`src/rtl/uart_rx_monitor.sv`:
```
// 8N1 receiver on the payload ser_tx line with an RX FIFO
// behind a single-wait-state Wishbone target.
module uart_rx_monitor #(
  parameter logic [15:0] DEFAULT_DIV = 16'd15,
  parameter int          FIFO_DEPTH  = 8
) (
  input  logic        clock,
  input  logic        reset,
  input  logic        rx,
  input  logic        wbs_stb_i,
  input  logic        wbs_cyc_i,
  input  logic        wbs_we_i,
  input  logic [3:0]  wbs_sel_i,
  input  logic [31:0] wbs_adr_i,
  input  logic [31:0] wbs_dat_i,
  output logic        wbs_ack_o,
  output logic [31:0] wbs_dat_o,
  output logic        rx_valid
);
  localparam int AW = $clog2(FIFO_DEPTH);
  localparam int CW = AW + 1;

  typedef enum logic [1:0] {
    S_IDLE, S_START, S_DATA, S_STOP
  } state_e;

  state_e         state_q, state_d;
  logic           rx_m_q, rx_m_d;
  logic           rx_s_q, rx_s_d;
  logic           rx_p_q, rx_p_d;
  logic [15:0]    cnt_q, cnt_d;
  logic [15:0]    dlat_q, dlat_d;
  logic [2:0]     bit_q, bit_d;
  logic [7:0]     sh_q, sh_d;
  logic [7:0]     mem_q [FIFO_DEPTH];
  logic [7:0]     mem_d [FIFO_DEPTH];
  logic [AW-1:0]  wp_q, wp_d;
  logic [AW-1:0]  rp_q, rp_d;
  logic [CW-1:0]  count_q, count_d;
  logic           valid_q, valid_d;
  logic           ovr_q, ovr_d;
  logic           ferr_q, ferr_d;
  logic [15:0]    div_q, div_d;
  logic           ack_q, ack_d;
  logic [31:0]    dat_q, dat_d;

  logic [15:0] d_eff;
  logic        fall, req, rd_req, wr_req;
  logic [1:0]  sel;
  logic        full, empty, pop, push;
  logic        stop_smp, ovr_set, ferr_set, clr;
  logic [31:0] rdata, status;
  logic        unused;

  assign unused = ^{wbs_sel_i, wbs_adr_i[31:4],
                    wbs_adr_i[1:0], wbs_dat_i[31:16]};

  always_comb begin
    rx_m_d = rx;
    rx_s_d = rx_m_q;
    rx_p_d = rx_s_q;
    d_eff  = (div_q < 16'd3) ? 16'd3 : div_q;
    fall   = rx_p_q & ~rx_s_q;
    req    = wbs_stb_i & wbs_cyc_i & ~ack_q;
    rd_req = req & ~wbs_we_i;
    wr_req = req & wbs_we_i;
    sel    = wbs_adr_i[3:2];
    full   = (count_q == CW'(FIFO_DEPTH));
    empty  = (count_q == '0);
    pop    = rd_req & (sel == 2'd0) & ~empty;
  end

  always_comb begin
    state_d  = state_q;
    cnt_d    = cnt_q;
    dlat_d   = dlat_q;
    bit_d    = bit_q;
    sh_d     = sh_q;
    stop_smp = 1'b0;
    unique case (state_q)
      S_IDLE: begin
        if (fall) begin
          state_d = S_START;
          cnt_d   = {1'b0, d_eff[15:1]};
          dlat_d  = d_eff;
        end
      end
      S_START: begin
        if (cnt_q == '0) begin
          if (!rx_s_q) begin
            state_d = S_DATA;
            cnt_d   = dlat_q;
            bit_d   = '0;
          end else begin
            state_d = S_IDLE;
          end
        end else begin
          cnt_d = cnt_q - 16'd1;
        end
      end
      S_DATA: begin
        if (cnt_q == '0) begin
          sh_d  = {rx_s_q, sh_q[7:1]};
          cnt_d = dlat_q;
          bit_d = bit_q + 3'd1;
          if (bit_q == 3'd7) state_d = S_STOP;
        end else begin
          cnt_d = cnt_q - 16'd1;
        end
      end
      S_STOP: begin
        if (cnt_q == '0) begin
          stop_smp = 1'b1;
          state_d  = S_IDLE;
        end else begin
          cnt_d = cnt_q - 16'd1;
        end
      end
      default: state_d = S_IDLE;
    endcase
  end

  // a pop in the same cycle frees the slot, so a full FIFO still accepts
  always_comb begin
    push     = stop_smp & rx_s_q & (~full | pop);
    ovr_set  = stop_smp & rx_s_q & full & ~pop;
    ferr_set = stop_smp & ~rx_s_q;
    mem_d    = mem_q;
    if (push) mem_d[wp_q] = sh_q;
    wp_d     = wp_q + AW'(push);
    rp_d     = rp_q + AW'(pop);
    count_d  = count_q + CW'(push) - CW'(pop);
    valid_d  = (count_d != '0);
    clr      = wr_req & (sel == 2'd1);
    ovr_d    = ovr_set | (ovr_q & ~(clr & wbs_dat_i[2]));
    ferr_d   = ferr_set | (ferr_q & ~(clr & wbs_dat_i[3]));
    div_d    = (wr_req && sel == 2'd2) ? wbs_dat_i[15:0] : div_q;
  end

  always_comb begin
    status = {{(32-7-CW){1'b0}}, count_q, 3'b000,
              ferr_q, ovr_q, full, valid_q};
    rdata  = '0;
    unique case (sel)
      2'd0: rdata = empty ? 32'd0 : {24'd0, mem_q[rp_q]};
      2'd1: rdata = status;
      2'd2: rdata = {16'd0, div_q};
      default: rdata = '0;
    endcase
    ack_d = req;
    dat_d = rd_req ? rdata : 32'd0;
  end

  always_ff @(posedge clock or negedge reset) begin
    if (!reset) begin
      state_q <= S_IDLE;
      rx_m_q  <= 1'b1;
      rx_s_q  <= 1'b1;
      rx_p_q  <= 1'b1;
      cnt_q   <= '0;
      dlat_q  <= '0;
      bit_q   <= '0;
      sh_q    <= '0;
      mem_q   <= '{default: '0};
      wp_q    <= '0;
      rp_q    <= '0;
      count_q <= '0;
      valid_q <= 1'b0;
      ovr_q   <= 1'b0;
      ferr_q  <= 1'b0;
      div_q   <= DEFAULT_DIV;
      ack_q   <= 1'b0;
      dat_q   <= '0;
    end else begin
      state_q <= state_d;
      rx_m_q  <= rx_m_d;
      rx_s_q  <= rx_s_d;
      rx_p_q  <= rx_p_d;
      cnt_q   <= cnt_d;
      dlat_q  <= dlat_d;
      bit_q   <= bit_d;
      sh_q    <= sh_d;
      mem_q   <= mem_d;
      wp_q    <= wp_d;
      rp_q    <= rp_d;
      count_q <= count_d;
      valid_q <= valid_d;
      ovr_q   <= ovr_d;
      ferr_q  <= ferr_d;
      div_q   <= div_d;
      ack_q   <= ack_d;
      dat_q   <= dat_d;
    end
  end

  assign wbs_ack_o = ack_q;
  assign wbs_dat_o = dat_q;
  assign rx_valid  = valid_q;
endmodule

```
`config.mk`:
```
export PLATFORM = sky130hd
export DESIGN_NAME = uart_rx_monitor
export DESIGN_NICKNAME = d
export VERILOG_FILES = /design/src/rtl/uart_rx_monitor.sv
export SDC_FILE = /design/constraint.sdc
export NUM_CORES = 1
export LEC_CHECK = 0
export CORE_MARGIN = 5
export CORE_UTILIZATION = 55
export CTS_CLUSTER_SIZE = 40
export DETAILED_ROUTE_END_ITERATION = 10
export PLACE_DENSITY = 0.88
export REMOVE_ABC_BUFFERS = 1
export SYNTH_ARGS = -nofsm -noshare
export SYNTH_HDL_FRONTEND = slang
export SYNTH_SLANG_ARGS = --single-unit
```
`constraint.sdc`:
```
create_clock -name clock -period 7.2 [get_ports clock]
set_input_delay 1.44 -clock clock [delete_from_list [all_inputs] [get_ports clock]]
set_output_delay 1.44 -clock clock [all_outputs]
set_load 0.05 [all_outputs]
```
==> flow_summary.ini <==
[clocking]
cts.sinks = 158
root_buffer = clkbuf_16
cts_buffer_depth = 2
cts_tree = done
cts.clk_slew.worst_paths_ns = 0.06
ctsResizeCount = 0
post_cts_buffers = 0
h-tree-depth = 4
cts_buffers = 17
worstSkewPairLatency_ns = 0.43
hold_buffers = 0

[detailed_routing]
drt_iter0_markers = 443
finalWirelength_mm = 17.1
routedWlPerCell_um = 20.6
vias_per_cell = 6.11
drt_pass1_iterations = 5
drc = 0
vias = 5075
ant_nets = 0

[setup_path]
path_buf_inv = 1
worstPathArrival_ns = 4.80
crit_path_max_fanout = 10
crit_slowest_cell = or4_1
crit_path_start_kind = input pin
critical_path.top_delay_family = simple AND/OR/NAND/NOR gates
cp_cell_sequence = clkdlybuf4s50_1 -> and3b_1 -> nor2b_1 -> a21oi_1 -> or3_1 -> nand2_1 -> ha_1 -> fa_1 -> or4_1
cp-end-kind = register
critPathMaxStageDelay_ns = 0.53
critPathKind = in -> reg
cp.required_ns = 7.50

[place]
hpwl_mm = 11.6
placedCellCount = 798
io_buffers = 41
gp_congestion = 0.889

[synthesis]
yosysTopAreaCellShare = 0.487
synth_area_per_cell_sq_um = 12.8
synth_xor_area_frac = 0.0135
postSynthCellCount = 609
synth_flop_cell = dfrtp_1
synthAdderAreaFrac = 0.0300
syn_area_sq_um = 7770
synth_compound_area_frac = 0.0831
muxShareOfSynthArea = 0.219
yosys.area.top_type = dfrtp_1
yosysWarningCount = 0
yosysMostFrequentCell = dfrtp_1
synth_top_family_by_area = multiplexers
async_reset_ff_frac = 1.00
synth-simple-area-share = 0.0986
synth_area_leaders = dfrtp_1 49%, mux2_2 14%, mux4_2 4.6%, mux2_4 3.1%, ha_1 2.7%
synth_cell_types = 60
synth-edff-count = 0
ys_ff_latch = 158
synthTopCellsByCount = 151 x dfrtp_1, 95 x mux2_2, 32 x nand2_1
yosysSeqAreaShare = 0.510

[sta]
maxSlewHeadroom = 0.252
finalSetupTns_ns = 0
rsz0062_at_grt = no
finalCriticalPeriod_ns = 4.50
final-hold-violation-count = 0
slew_viol_final = 0
fmax_ghz = 0.222
period_share = 0.625
worst_pin_slew_ns = 1.12
clock_skew_ns = 0.0102
setup_viol = 0

[floorplanning]
core-area_sq_um = 13900
ios = 108
row_count = 43
fp.dieH_um = 129
dieArea_sq_um = 16600
fp.dieW_um = 129
initial_utilization = 0.559

[flow_run]
maxCapViolCount = 0

[power_and_ir_drop]
intPower_mw = 1.96
cellPowerDensity_nw_per_um2 = 338
p_sw_frac = 0.342
leakagePower_nw = 4.11
p_seq_frac = 0.411
ir_drop_mv = 0.219
p_sw_mw = 1.02
combPwrFrac = 0.275
p_clk_frac = 0.315
total_power_mw = 2.99

[grt]
antenna_found_initial = 0
grt_pass1_wl_mm = 28.2
overflow = 0
grt_util_all_layers = 0.218
grt_max_degree = 89
grt_pass1_vias = 5334

[final_layout]
final_util = 0.636
synthToLayoutAreaGrowth_pct = 13.7
finalNonFillerCells = 830
fillCellCount = 985
drive_above_1_share = 0.283
antenna_cells = 0
fin_nets = 729

[outcome]
status = finished, final reports clean

[hold_path]
hold_path.class = reg -> reg
-- stage by stage --
| step | area, sq um | hold WS [ns] | setup slack [ns] |
|---|---|---|---|
| floorplan | 7520 | 0.345 | 2.96 |
| global placement | 8210 | 0.349 | 2.45 |
| detailed placement | 8210 | 0.348 | 2.35 |
| CTS | 8830 | 0.357 | 2.75 |
| global route | 8830 | 0.358 | 2.47 |
| finish | 8830 | 0.355 | 2.70 |
-- kinds of logic after synthesis --
logic type,Yosys count
flops,158
simple gates,133
mux,130
compound gates,90
buf+inv,67
fa+ha+maj,18
xor+xnor,12
other cells,1
-- final timing paths --
kind / start / to / slack, ns / depth (start not counted)
setup / recovery: wbs_stb_i / rx_valid$_DFF_PN0_ / 2.70 / 9
setup reg to reg: cnt_q[0]$_DFFE_PN0P_ / rx_valid$_DFF_PN0_ / 3.43 / 9
min in group asynchronous: reset / cnt_q[3]$_DFFE_PN0P_ / 1.02 / 1
hold reg to reg: rx_m_q$_DFF_PN1_ / rx_p_d$_DFF_PN1_ / 0.35 / 0
max in group asynchronous: reset / mem_q[24]$_DFFE_PN0P_ / 4.67 / 2
hold / removal: rx_m_q$_DFF_PN1_ / rx_p_d$_DFF_PN1_ / 0.35 / 0
-- layout make-up --
cell class	instances	area [sq um]	area share
Tap cell	180	225	0.0255
Sequential cell	158	3960	0.449
Multi-Input combinational cell	399	3510	0.397
Clock inverter	12	156	0.0177
Timing Repair Buffer	47	457	0.0517
Inverter	14	52.6	0.00595
Clock buffer	20	467	0.0529
-- registers in the layout, indices dropped and copies added (netlist names), 3 cells and up, named ones only --
name	flops
wbs_dat_o	16
sh_q	8
div_q	16
mem_q	64
cnt_q	16
rp_q	3
wp_q	3
count_q	4
dlat_q	16
bit_q	3
-- power groups by stage --
stage	combinational, mW	sequential (mW)	clock, mW
2_1_floorplan	0.607	1.18	0
3_3_place_gp	0.773	1.23	0
3_5_place_dp	0.809	1.24	0
4_1_cts	0.813	1.23	0.954
5_1_grt	0.914	1.25	0.994
6_report	0.821	1.23	0.939
-- metal layers --
layer | track usage | vias up | share of wire
li1 | - | 2263 | -
met1 | 0.278 | 2649 | 0.40
met2 | 0.376 | 141 | 0.54
met3 | 0.0457 | 22 | 0.044
met4 | 0.0655 | 0 | 0.015
met5 | 0 | - | 0
-- layout by cell type, fill, tap and decap left out, drive strengths merged, types with 5 or more instances in the layout --
cell type	instances
a211oi	6
nand3	8
o21ai	13
clkdlybuf4s50	40
buf	7
nor4	9
a21boi	8
xor2	8
nor2	27
clkinv	5
nor3	9
dfstp	7
or4	7
conb	16
nand4	7
inv	17
a21oi	10
clkbuf	20
dfrtp	151
nand2	32
mux4	16
or3	5
a22oi	12
a22o	5
mux2	111
a31oi	5
and3	9
ha	17
nand2b	9
(Power assumes the default switching activity.)
